[config.mk]
export PLATFORM = sky130hd
export DESIGN_NAME = tdm_demux4
export DESIGN_NICKNAME = d
export VERILOG_FILES = /design/src/rtl/tdm_pkg.sv /design/src/rtl/tdm_chan_shreg.sv /design/src/rtl/tdm_demux4.sv
export SDC_FILE = /design/constraint.sdc
export NUM_CORES = 1
export LEC_CHECK = 0
export ABC_AREA = 1
export CAP_MARGIN = 10
export CORE_MARGIN = 5
export CORE_UTILIZATION = 46
export CTS_CLUSTER_SIZE = 8
export DETAILED_ROUTE_END_ITERATION = 10
export GPL_TIMING_DRIVEN = 0
export PLACE_DENSITY = 0.74
export SKIP_CTS_REPAIR_TIMING = 1
export SYNTH_ARGS = -nofsm -noshare
export SYNTH_HDL_FRONTEND = slang
export SYNTH_SLANG_ARGS = --single-unit
[constraint.sdc]
create_clock -name clk -period 1.25 [get_ports clk]
set_input_delay 0.125 -clock clk [delete_from_list [all_inputs] [get_ports clk]]
set_output_delay 0.125 -clock clk [all_outputs]
set_load 0.05 [all_outputs]
[src/rtl/tdm_pkg.sv]
// Shared constants, state encoding and frame-length helper for the TDM receive path.
package tdm_pkg;

  localparam int NUM_CH = 4;
  localparam int SLOT_W = 2;

  typedef enum logic [1:0] {
    IDLE = 2'd0,
    RECV = 2'd1,
    PAR  = 2'd2
  } state_t;

  // Enabled cycles per frame: WIDTH data rounds plus an optional parity round.
  function automatic int frame_len(input int width, input bit parity);
    return NUM_CH * (width + (parity ? 1 : 0));
  endfunction

endpackage

[src/rtl/tdm_chan_shreg.sv]
// One channel of the TDM receiver: MSB-first shift register plus the word
// handed to the consumer when a frame completes.
module tdm_chan_shreg #(
  parameter int WIDTH = 4
) (
  input  logic             clk,
  input  logic             rst,
  input  logic             clear,
  input  logic             shift,
  input  logic             capture,
  input  logic             d,
  output logic [WIDTH-1:0] q,
  output logic             word_par
);

  logic [WIDTH-1:0] sr;
  logic [WIDTH-1:0] sr_next;

  // A clear with a simultaneous shift leaves only the new bit, so a restart
  // can sample the channel 0 MSB on the same edge.
  always_comb begin
    sr_next = clear ? '0 : sr;
    if (shift) begin
      sr_next = {sr_next[WIDTH-2:0], d};
    end
  end

  always_ff @(posedge clk) begin
    if (rst) begin
      sr <= '0;
      q  <= '0;
    end else begin
      sr <= sr_next;
      if (capture) begin
        q <= sr_next;
      end
    end
  end

  assign word_par = ^sr;

endmodule

[src/rtl/tdm_demux4.sv]
// Receive side of the 4-channel TDM serial link: slot rotation, frame FSM and
// per-channel word reassembly. Define TDM_DEMUX_PARITY_EN for the parity round.
module tdm_demux4 #(
  parameter int WIDTH = 4
) (
  input  logic             clk,
  input  logic             rst,
  input  logic             en,
  input  logic             sync,
  input  logic             d,
  output logic             s1,
  output logic             s0,
  output logic [WIDTH-1:0] q0,
  output logic [WIDTH-1:0] q1,
  output logic [WIDTH-1:0] q2,
  output logic [WIDTH-1:0] q3,
  output logic             vld,
  output logic [3:0]       perr
);

  import tdm_pkg::*;

  localparam int CNT_W = $clog2(WIDTH);
  localparam logic [SLOT_W-1:0] LAST_SLOT = SLOT_W'(NUM_CH - 1);
  localparam logic [CNT_W-1:0]  LAST_BIT  = CNT_W'(WIDTH - 1);

  state_t               state;
  state_t               state_next;
  logic [SLOT_W-1:0]    slot;
  logic [CNT_W-1:0]     bitcnt;
  logic                 start;
  logic                 last_data;
  logic                 frame_done;
  logic                 clear_all;
  logic [NUM_CH-1:0]    shift_en;
  logic [NUM_CH-1:0]    word_par;
  logic                 vld_r;
  logic [WIDTH-1:0]     q_arr [NUM_CH];

  // sync with en restarts the frame from any state, including mid-frame.
  assign start     = en & sync;
  assign last_data = (state == RECV) && (slot == LAST_SLOT) && (bitcnt == LAST_BIT);

`ifdef TDM_DEMUX_PARITY_EN
  logic last_par;
  assign last_par = (state == PAR) && (slot == LAST_SLOT);
`endif

  always_ff @(posedge clk) begin
    if (rst) begin
      state <= IDLE;
    end else begin
      state <= state_next;
    end
  end

  always_comb begin
    state_next = state;
    if (start) begin
      state_next = RECV;
    end else if (en) begin
`ifdef TDM_DEMUX_PARITY_EN
      if (last_data) begin
        state_next = PAR;
      end else if (last_par) begin
        state_next = RECV;
      end
`endif
    end
  end

  always_comb begin
    clear_all = start;
    shift_en  = '0;
    for (int k = 0; k < NUM_CH; k++) begin
      if (en) begin
        if (start) begin
          shift_en[k] = (k == 0);
        end else if ((state == RECV) && (slot == SLOT_W'(k))) begin
          shift_en[k] = 1'b1;
        end
      end
    end
`ifdef TDM_DEMUX_PARITY_EN
    frame_done = en & ~sync & last_par;
`else
    frame_done = en & ~sync & last_data;
`endif
  end

  // The restart edge consumes slot 0, so the counter resumes at slot 1.
  always_ff @(posedge clk) begin
    if (rst) begin
      slot   <= '0;
      bitcnt <= '0;
    end else if (start) begin
      slot   <= SLOT_W'(1);
      bitcnt <= '0;
    end else if (en && (state != IDLE)) begin
      slot <= slot + SLOT_W'(1);
      if ((state == RECV) && (slot == LAST_SLOT)) begin
        bitcnt <= (bitcnt == LAST_BIT) ? '0 : bitcnt + CNT_W'(1);
      end
    end
  end

  always_ff @(posedge clk) begin
    if (rst) begin
      vld_r <= 1'b0;
    end else begin
      vld_r <= frame_done;
    end
  end

  for (genvar k = 0; k < NUM_CH; k++) begin : g_chan
    tdm_chan_shreg #(
      .WIDTH(WIDTH)
    ) u_shreg (
      .clk     (clk),
      .rst     (rst),
      .clear   (clear_all),
      .shift   (shift_en[k]),
      .capture (frame_done),
      .d       (d),
      .q       (q_arr[k]),
      .word_par(word_par[k])
    );
  end

`ifdef TDM_DEMUX_PARITY_EN
  // Slot 3's parity bit arrives on the completing edge, so it is taken from d.
  logic [NUM_CH-2:0] par_bits;
  logic [NUM_CH-1:0] perr_r;

  always_ff @(posedge clk) begin
    if (rst) begin
      par_bits <= '0;
      perr_r   <= '0;
    end else begin
      if (en && !sync && (state == PAR) && (slot != LAST_SLOT)) begin
        par_bits[slot] <= d;
      end
      if (frame_done) begin
        perr_r <= word_par ^ {d, par_bits};
      end
    end
  end

  assign perr = perr_r;
`else
  logic unused_par;
  assign unused_par = ^word_par;
  assign perr       = '0;
`endif

  assign {s1, s0} = slot;
  assign vld      = vld_r;
  assign q0       = q_arr[0];
  assign q1       = q_arr[1];
  assign q2       = q_arr[2];
  assign q3       = q_arr[3];

endmodule

Yosys cells after proc, flatten, opt, wreduce, memory -nomap -nowiden:

Cells that the tools add are included.

* register bits: 38
* input port bits: 5
* output and inout bits: 23
* word-level logic and storage cells: 56

* add/subtract/negate cells: 2
* eq/ne operators: 4
* muxes and demuxes: 23
* bitwise gates (word level): 4
* reductions and logical operators: 10

Operators by type and width (count)
* 4-bit two-way mux: 8
* 1-bit two-way mux: 14
* 2-bit equality test, second input constant: 3
* 1-bit logical AND: 6
* 2-bit by 1-bit adder with 2-bit output, second input constant: 2
* 1-bit bitwise AND: 3
* 2-bit by 1-bit equality test with 1-bit output, second input constant: 1
* 2-bit zero test: 1
* 2-bit two-way mux: 1
* 2-bit AND reduction: 1
* 2-bit nonzero test: 1
* 2-bit OR reduction: 1
* 1-bit inverter: 1

Logic depth before layout (Yosys ltp):

Gate-level depths: netlist of the first run.

* depth in word-level cells: 6
* mapped depth: 8
* mapped depth without buffers: 8

Hierarchy:

A second synthesis of the first run with hierarchy kept.

* cell total of the unflattened synthesis: 267
* area total of the unflattened synthesis: 1859.3 um2

Modules (own cells, without submodules)
* tdm_chan_shreg: times used 4, cells each 52, area each 367.9 um2, seq. area each 160.2 um2
* tdm_demux4: times used 1, cells each 59, area each 387.9 um2, seq. area each 120.1 um2

Least setup slack after synthesis of the first run:

Ideal clock, no wire load.

* path kind: register to register
* start point: reg slot[0]
* end point: reg g_chan[3].u_shreg.q[2]
* library setup time: 65 ps
* arrival time: 1579 ps
* data required time: 1185 ps
* path slack: -394 ps
* stages on the path, launching flop included: 7
* path buffers: 1
* clock period less this slack: 1644 ps
* cells stage by stage: dfxtp_1 ha_1 nand3_1 nor2_4 buf_4 o21ai_0 nor2_1

* cells in the longest elaborated chain, start to end: 6

RTL lines
* from (decl): RTL line tdm_demux4.sv:29 `logic [SLOT_W-1:0] slot;`
* from (signal assigned): RTL line tdm_demux4.sv:100 `slot <= slot + SLOT_W'(1);`
* 2-bit equality test *: RTL line tdm_demux4.sv:42, tdm_demux4.sv:79
* 1-bit logical AND *: RTL line tdm_demux4.sv:42, tdm_demux4.sv:79
* 1-bit two-way mux: RTL line tdm_demux4.sv:79 `end else if ((state == RECV) && (slot == SLOT_W'(k))) begin`
* 1-bit two-way mux: RTL line tdm_demux4.sv:77 `if (start) begin`
* 1-bit two-way mux: RTL line tdm_demux4.sv:76 `if (en) begin`
* 4-bit two-way mux: RTL line tdm_chan_shreg.sv:23 `if (shift) begin`
* to (signal assigned): RTL line tdm_chan_shreg.sv:35 `q <= sr_next;`
* to (decl): RTL line tdm_chan_shreg.sv:12 `output logic [WIDTH-1:0] q,`

Mark *: on every way between the ends. The rest lies on a longest branch, timed or not.
A chain may end at the register's enable or synchronous reset.

Worst setup path after layout of the first run:

* start point: reg slot[0]
* end point: out s0

RTL lines
* to (decl): RTL line tdm_demux4.sv:12 `output logic s0,`

No word-level cell between the ends.

==> impl_metrics.toml, run 1 <==
[power]
power_density_nw_per_um2 = 1060
share_clk_of_total_power_pct = 36.3
power_frac_seq_pct = 54.6
netSwitchingFraction_pct = 24.8
total_power_mw = 2.20
static-leakage-power_nw = 0.942
cellInternalPower_mw = 1.66
share_comb_of_total_power_pct = 9.1
maximum_vdd_ir_drop_mv = 0.738
total_net_switching_power_mw = 0.548

[setup_path]
cp_max_fo = 5
worst-setup-path-type = "register to output port"
setup.worst_path.start_class = "register"
worstPathBufferInverterCount = 1
crit_chain = "dlymetal6s2s_1"
rrSetupSlack_ps = -10
worst_setup_path_startpoint = "slot[0]$_SDFFE_PP0P_"
critical_path_required_ps = 1120
max_stage_delay_ps = 420
worstReg2RegStart = "slot[0]$_SDFFE_PP0P_"
worst_setup_path_end_kind = "output port"
timing.critical_path.to = "s0"
r2r-end = "g_chan[1].u_shreg.q[0]$_SDFFE_PP0P_"
critical_path.slowest_cell = "dlymetal6s2s_1"
cp_top_family = "buffers and inverters"
worst_ep_arrival_time_ps = 1150
r2r_depth = 6
worst-path-stages = 1

[clock_network]
clock_tree_from_tritoncts = "yes"
clockRootBuffer = "clkbuf_4"
clkSinkCount = 37
cts.htree.levels = 2
clock_latency_reported_for_the_late_side_of_the_worst_skew_pair_ps = 340
clock_pin_transition_on_the_worst_setup_and_hold_timing_paths_ps = 120
clock_tree.buffer_depth = 2
cts_inserted_buffers = 5

[place]
preCtsSetupSlack_ps = -328
place_congestion = 0.840
placement_stage_cell_area_um2 = 1920
dp_hpwl_mm = 2.47
buffer_ports.inserted = 22

[sta]
finalCritPeriodShare_pct = 102
finalHoldViolations = 0
final.hold.worst_slack_ps = 73.9
final.setup.tns_ps = -72.5
layout_setup_ws_ps = -25.3
worst-slew-pin-transition_ps = 498
slew_viol_final = 0
final_setup_fails = 7
relSlewSlack_pct = 66.8
clock-skew-final_ps = 11.4
rsz0062_at_grt = "yes"
maxClockFrequency_mhz = 784
finalCriticalPeriod_ps = 1280

[synthesis]
yosysUniqueCellTypes = 19
sequential_cell_area_fraction_in_the_yosys_report_pct = 46.6
postSynthCellCount = 214
synth.ff_latch_count = 37
yosysWarnings = 0
syn-mean-instance-area_um2 = 7.43
synth.cell_area_um2 = 1590

[detailed_routing]
detail_route.wl_per_cell_um = 11.8
highest-signal-layer = "met4"
met3_wl_post_dr_um = 166
met2WireLength_mm = 1.63
routedLengthMet1_mm = 1.70
first_pass_detailed_route_iteration_total = 4
number_of_design_rule_violations_left_by_the_first_detailed_router_iteration = 58
via_count = 1465
routed_via_density = 4.90
detail_route.wirelength_mm = 3.53
final_antenna_net_count = 0
post-route-drc-count = 0

[grt]
grt_pass1_vias = 1317
overflow = 0
largest_net_degree_at_the_start_of_global_routing = 12
grt.total_usage_pct = 16.7
grt_pass1_wl_mm = 5.87
grt_antenna_before_repair = 0

[layout]
final_common_cell = "nand2_1"
nNetsFinal = 263
post_route_cells_drive_above_1_share_pct = 30.8
antenna_cells_inserted = 0
layout_common_cells = "nand2_1, dfxtp_1, nor2_1, clkbuf_2, nand3_1"
post-route-cell-area_um2 = 2070
areaGrowthSynthToFinish_pct = 30.4

[die]
ioPinCount = 28
floorplan.die.height_um = 68.8
core_region_area_um2 = 3340
die_area_um2 = 4730
floorplan.initialDensity_pct = 47.6
die_w_um = 68.8
fp-row-count = 21

[run_status]
violations = "negative setup slack"
status = "finished, violations left"

[flow_run]
cap_viol_max_count = 0

[worst_hold_path]
worstHoldPathCells = 2
class_of_the_tightest_hold_or_removal_check = "input port to register"
==> worst min-delay path by stage <==
| stage | startpoint | endpoint |
|---|---|---|
| 2_1_floorplan | d | g_chan[3].u_shreg.sr[0]$_SDFF_PP0_ |
| 3_3_place_gp | rst | g_chan[3].u_shreg.q[1]$_SDFFE_PP0P_ |
| 3_5_place_dp | rst | g_chan[3].u_shreg.q[0]$_SDFFE_PP0P_ |
| 4_1_cts | rst | g_chan[1].u_shreg.sr[1]$_SDFF_PP0_ |
| 5_1_grt | rst | g_chan[3].u_shreg.q[1]$_SDFFE_PP0P_ |
| 6_report | rst | g_chan[1].u_shreg.sr[1]$_SDFF_PP0_ |
==> routing by layer <==
metal,vias to the layer above,global-route usage (%)
met3,4,5.67
li1,760,-
met1,667,20.9
met4,0,5.84
met2,34,26.7
met5,-,0
==> sequential cells by signal, summed over array words and instances (netlist names) <==
signal and cells:
bitcnt 2, vld 1, state 1, slot 2, g_chan.u_shreg.sr 15, g_chan.u_shreg.q 16
==> power groups by stage <==
stage	registers (mW)	logic [mW]	clock network (mW)
5_1_grt	1.21	0.220	0.879
2_1_floorplan	1.24	0.122	0
3_3_place_gp	1.23	0.185	0
3_5_place_dp	1.23	0.185	0
4_1_cts	1.20	0.186	0.814
6_report	1.20	0.200	0.801
==> area by class of cell <==
| type | instances | area, µm² |
|---|---|---|
| plain buffers | 12 | 81.3 |
| clock buffers | 5 | 37.5 |
| clock inverters | 2 | 35.0 |
| fillers | 305 | 1260 |
| inverters | 15 | 56.3 |
| multi-input cells | 153 | 840 |
| flip-flops and latches | 37 | 754 |
| well taps | 46 | 57.6 |
| repair buffers | 29 | 210 |
==> synth_stat cells (all sizes together) <==
cell | n | area [µm²]
o21ai | 12 | 60.1
o31ai | 1 | 7.51
dfxtp | 37 | 741
nand2 | 57 | 219
o21bai | 8 | 60.1
nand3 | 19 | 95.1
buf | 12 | 73.8
ha | 5 | 62.6
a21oi | 19 | 95.1
conb | 1 | 3.75
nor2 | 28 | 115
inv | 15 | 56.3
==> stage by stage <==
| stage | util (%) | std cells |
|---|---|---|
| 2_1_floorplan | - | 217 |
| 3_3_place_gp | 57.7 | 285 |
| 3_5_place_dp | 57.7 | 285 |
| 4_1_cts | 59.8 | 292 |
| 5_1_grt | 62.1 | 299 |
| 6_report | 62.1 | 299 |
==> worst reg2reg max path, cell delays in order (launching register included) <==
cell	delay (ps)
dfxtp_4	390
ha_4	160
nand3_4	80
nor2_4	200
buf_6	180
buf_12	110
a21oi_2	40
==> logic make-up (layout without fill, tap and decap cells) <==
family                     count (synthesis)  in the layout  share of synthesized area (%)
DFF                                       37             37                           46.6
other                                      1              4                          0.236
AOI/OAI and AO/OA                         40             40                           14.0
and+or+nand+nor                          104            104                           27.0
buffers and inverters                     27             63                           8.19
adders and majority gates                  5              5                           3.94
Power figures use the tool's default switching activity.
==> run 2: changes to the inputs <==
SKIP_LAST_GASP = 1   (was unset)
==> results of run 2 <==
No change in the layout: final DEF, timing and power equal those of run 1.
==> run 3: changes to the inputs <==
--- a/config.mk
+++ b/config.mk
@@ -7,3 +7,3 @@
 export LEC_CHECK = 0
-export ABC_AREA = 1
+export ABC_AREA = 0
 export CAP_MARGIN = 10
@@ -19,2 +19,3 @@
 export SYNTH_HDL_FRONTEND = slang
+export SYNTH_HIERARCHICAL = 1
 export SYNTH_SLANG_ARGS = --single-unit
--- a/constraint.sdc
+++ b/constraint.sdc
@@ -3,2 +3,2 @@
 set_output_delay 0.125 -clock clk [all_outputs]
-set_load 0.05 [all_outputs]
+set_load 0.005 [all_outputs]
==> run 3 against run 2 <==
Against the previous run: the run still ends with negative setup slack left; clock power grew 21%; synthesized cell count shrank 28%; hold slack gained 140 ps; clock-buffer cell count grew 1; total power grew 7.6%; critical path type is now register to register; highest routed layer unchanged.
==> impl_metrics.toml, run 3 <==
[grt]
grt_pass1_wl_mm = 5.62
grt_pass1_vias = 1225
grt_antenna_before_repair = 0
overflow = 0
largest_net_degree_at_the_start_of_global_routing = 26
grt.total_usage_pct = 16.3

[sta]
finalHoldViolations = 0
finalCriticalPeriod_ps = 1570
final.hold.worst_slack_ps = 217
maxClockFrequency_mhz = 638
finalCritPeriodShare_pct = 125
slew_viol_final = 0
layout_setup_ws_ps = -317
rsz0062_at_grt = "yes"
clock-skew-final_ps = 14.9
final.setup.tns_ps = -7200
final_setup_fails = 35

[layout]
final_common_cell = "buf_4"
nNetsFinal = 216
areaGrowthSynthToFinish_pct = 63.5
biggestRegsByFlops = "g_chan.u_shreg/q: 16 flops, g_chan.u_shreg/sr: 16 flops"
antenna_cells_inserted = 0
layout_common_cells = "buf_4, dlymetal6s2s_1, dfxtp_1, dfxtp_2, inv_1"
post_route_cells_drive_above_1_share_pct = 55.1

[setup_path]
rrSetupSlack_ps = -320
worst_setup_path_startpoint = "slot[1]$_SDFFE_PP0P_"
worst-setup-path-type = "register to register"
worstReg2RegStart = "slot[1]$_SDFFE_PP0P_"
cp_max_fo = 5
worst_setup_path_end_kind = "register"
r2r_depth = 5
timing.critical_path.to = "g_chan[3].u_shreg/q[3]$_SDFFE_PP0P_"
worst_ep_arrival_time_ps = 1800
setup.worst_path.start_class = "register"
r2r-end = "g_chan[3].u_shreg/q[3]$_SDFFE_PP0P_"
critical_path_required_ps = 1480

[detailed_routing]
via_count = 1351
number_of_design_rule_violations_left_by_the_first_detailed_router_iteration = 63
post-route-drc-count = 0
final_antenna_net_count = 0
routed_via_density = 5.34
detail_route.wl_per_cell_um = 16.3
detail_route.wirelength_mm = 4.13
first_pass_detailed_route_iteration_total = 4

[synthesis]
synth.cell_area_um2 = 1540
postSynthCellCount = 155
yosysWarnings = 6
syn-mean-instance-area_um2 = 9.92

[clock_network]
clock_latency_reported_for_the_late_side_of_the_worst_skew_pair_ps = 340
clock_tree_from_tritoncts = "yes"
clockRootBuffer = "clkbuf_4"
cts.htree.levels = 2
clock_tree.buffer_depth = 2
clkSinkCount = 38
cts_inserted_buffers = 5
clock_pin_transition_on_the_worst_setup_and_hold_timing_paths_ps = 120

[worst_hold_path]
worstHoldPathCells = 3
class_of_the_tightest_hold_or_removal_check = "input port to register"

[die]
floorplan.initialDensity_pct = 46.8
die_w_um = 67.8
die_area_um2 = 4600
floorplan.die.height_um = 67.8
ioPinCount = 28
fp-row-count = 21
core_region_area_um2 = 3280

[flow_run]
cap_viol_max_count = 0

[place]
buffer_ports.inserted = 23
dp_hpwl_mm = 2.33
preCtsSetupSlack_ps = -792
place_congestion = 0.796

[run_status]
status = "finished, violations left"
violations = "negative setup slack"

[power]
total_power_mw = 2.37
power_density_nw_per_um2 = 944
maximum_vdd_ir_drop_mv = 0.855
static-leakage-power_nw = 1.19
[run 3: worst min path at each step]
stage                                                   start                             endpoint
after floorplan                                           rst                state[0]$_SDFFE_PP0P_
after global placement    g_chan[3].u_shreg/q[2]$_SDFFE_PP0P_  g_chan[3].u_shreg/q[2]$_SDFFE_PP0P_
after CTS                 g_chan[0].u_shreg/q[3]$_SDFFE_PP0P_  g_chan[0].u_shreg/q[3]$_SDFFE_PP0P_
after global routing                                       en                 slot[1]$_SDFFE_PP0P_
final                                                      en                 slot[1]$_SDFFE_PP0P_
after detailed placement  g_chan[3].u_shreg/q[1]$_SDFFE_PP0P_  g_chan[3].u_shreg/q[1]$_SDFFE_PP0P_
[run 3: cell type report]
type                            count  area (µm²)
Multi-Input combinational cell     96        1010
Sequential cell                    38         793
Fill cell                         212         771
Timing Repair Buffer               43         442
Clock buffer                        6        62.6
Inverter                           14        57.6
Tap cell                           46        57.6
Buffer                              8        50.0
Clock inverter                      2        38.8
[run 3: layer usage]
layer	vias to the layer above	track usage [%]	part of all wire, %
met5	-	0	0
met2	33	28.4	53
met1	666	18.8	43
met4	0	6.95	1.7
li1	646	-	-
met3	6	4.11	3.2
[run 3: where the power goes]
group	switching (mW)	internal (mW)	total (mW)
clock	0.421	0.546	0.967
combinational	0.0984	0.0818	0.180
sequential	0.0105	1.21	1.23
total	0.530	1.84	2.37
[run 3: stage by stage]
stage / cells / area [µm²] / util, %
6_report: 253 / 2510 / 76.5
5_1_grt: 253 / 2510 / 76.5
2_1_floorplan: 158 / 1690 / -
3_3_place_gp: 227 / 1970 / 60.1
3_5_place_dp: 227 / 1970 / 60.1
4_1_cts: 235 / 2070 / 63.2
[run 3: worst max-delay path, stage by stage, from the launching register on]
cell,delay [ps]
dfxtp_4,400
ha_2,260
nand3_4,120
nor2_4,270
mux2i_4,310
o32ai_2,100
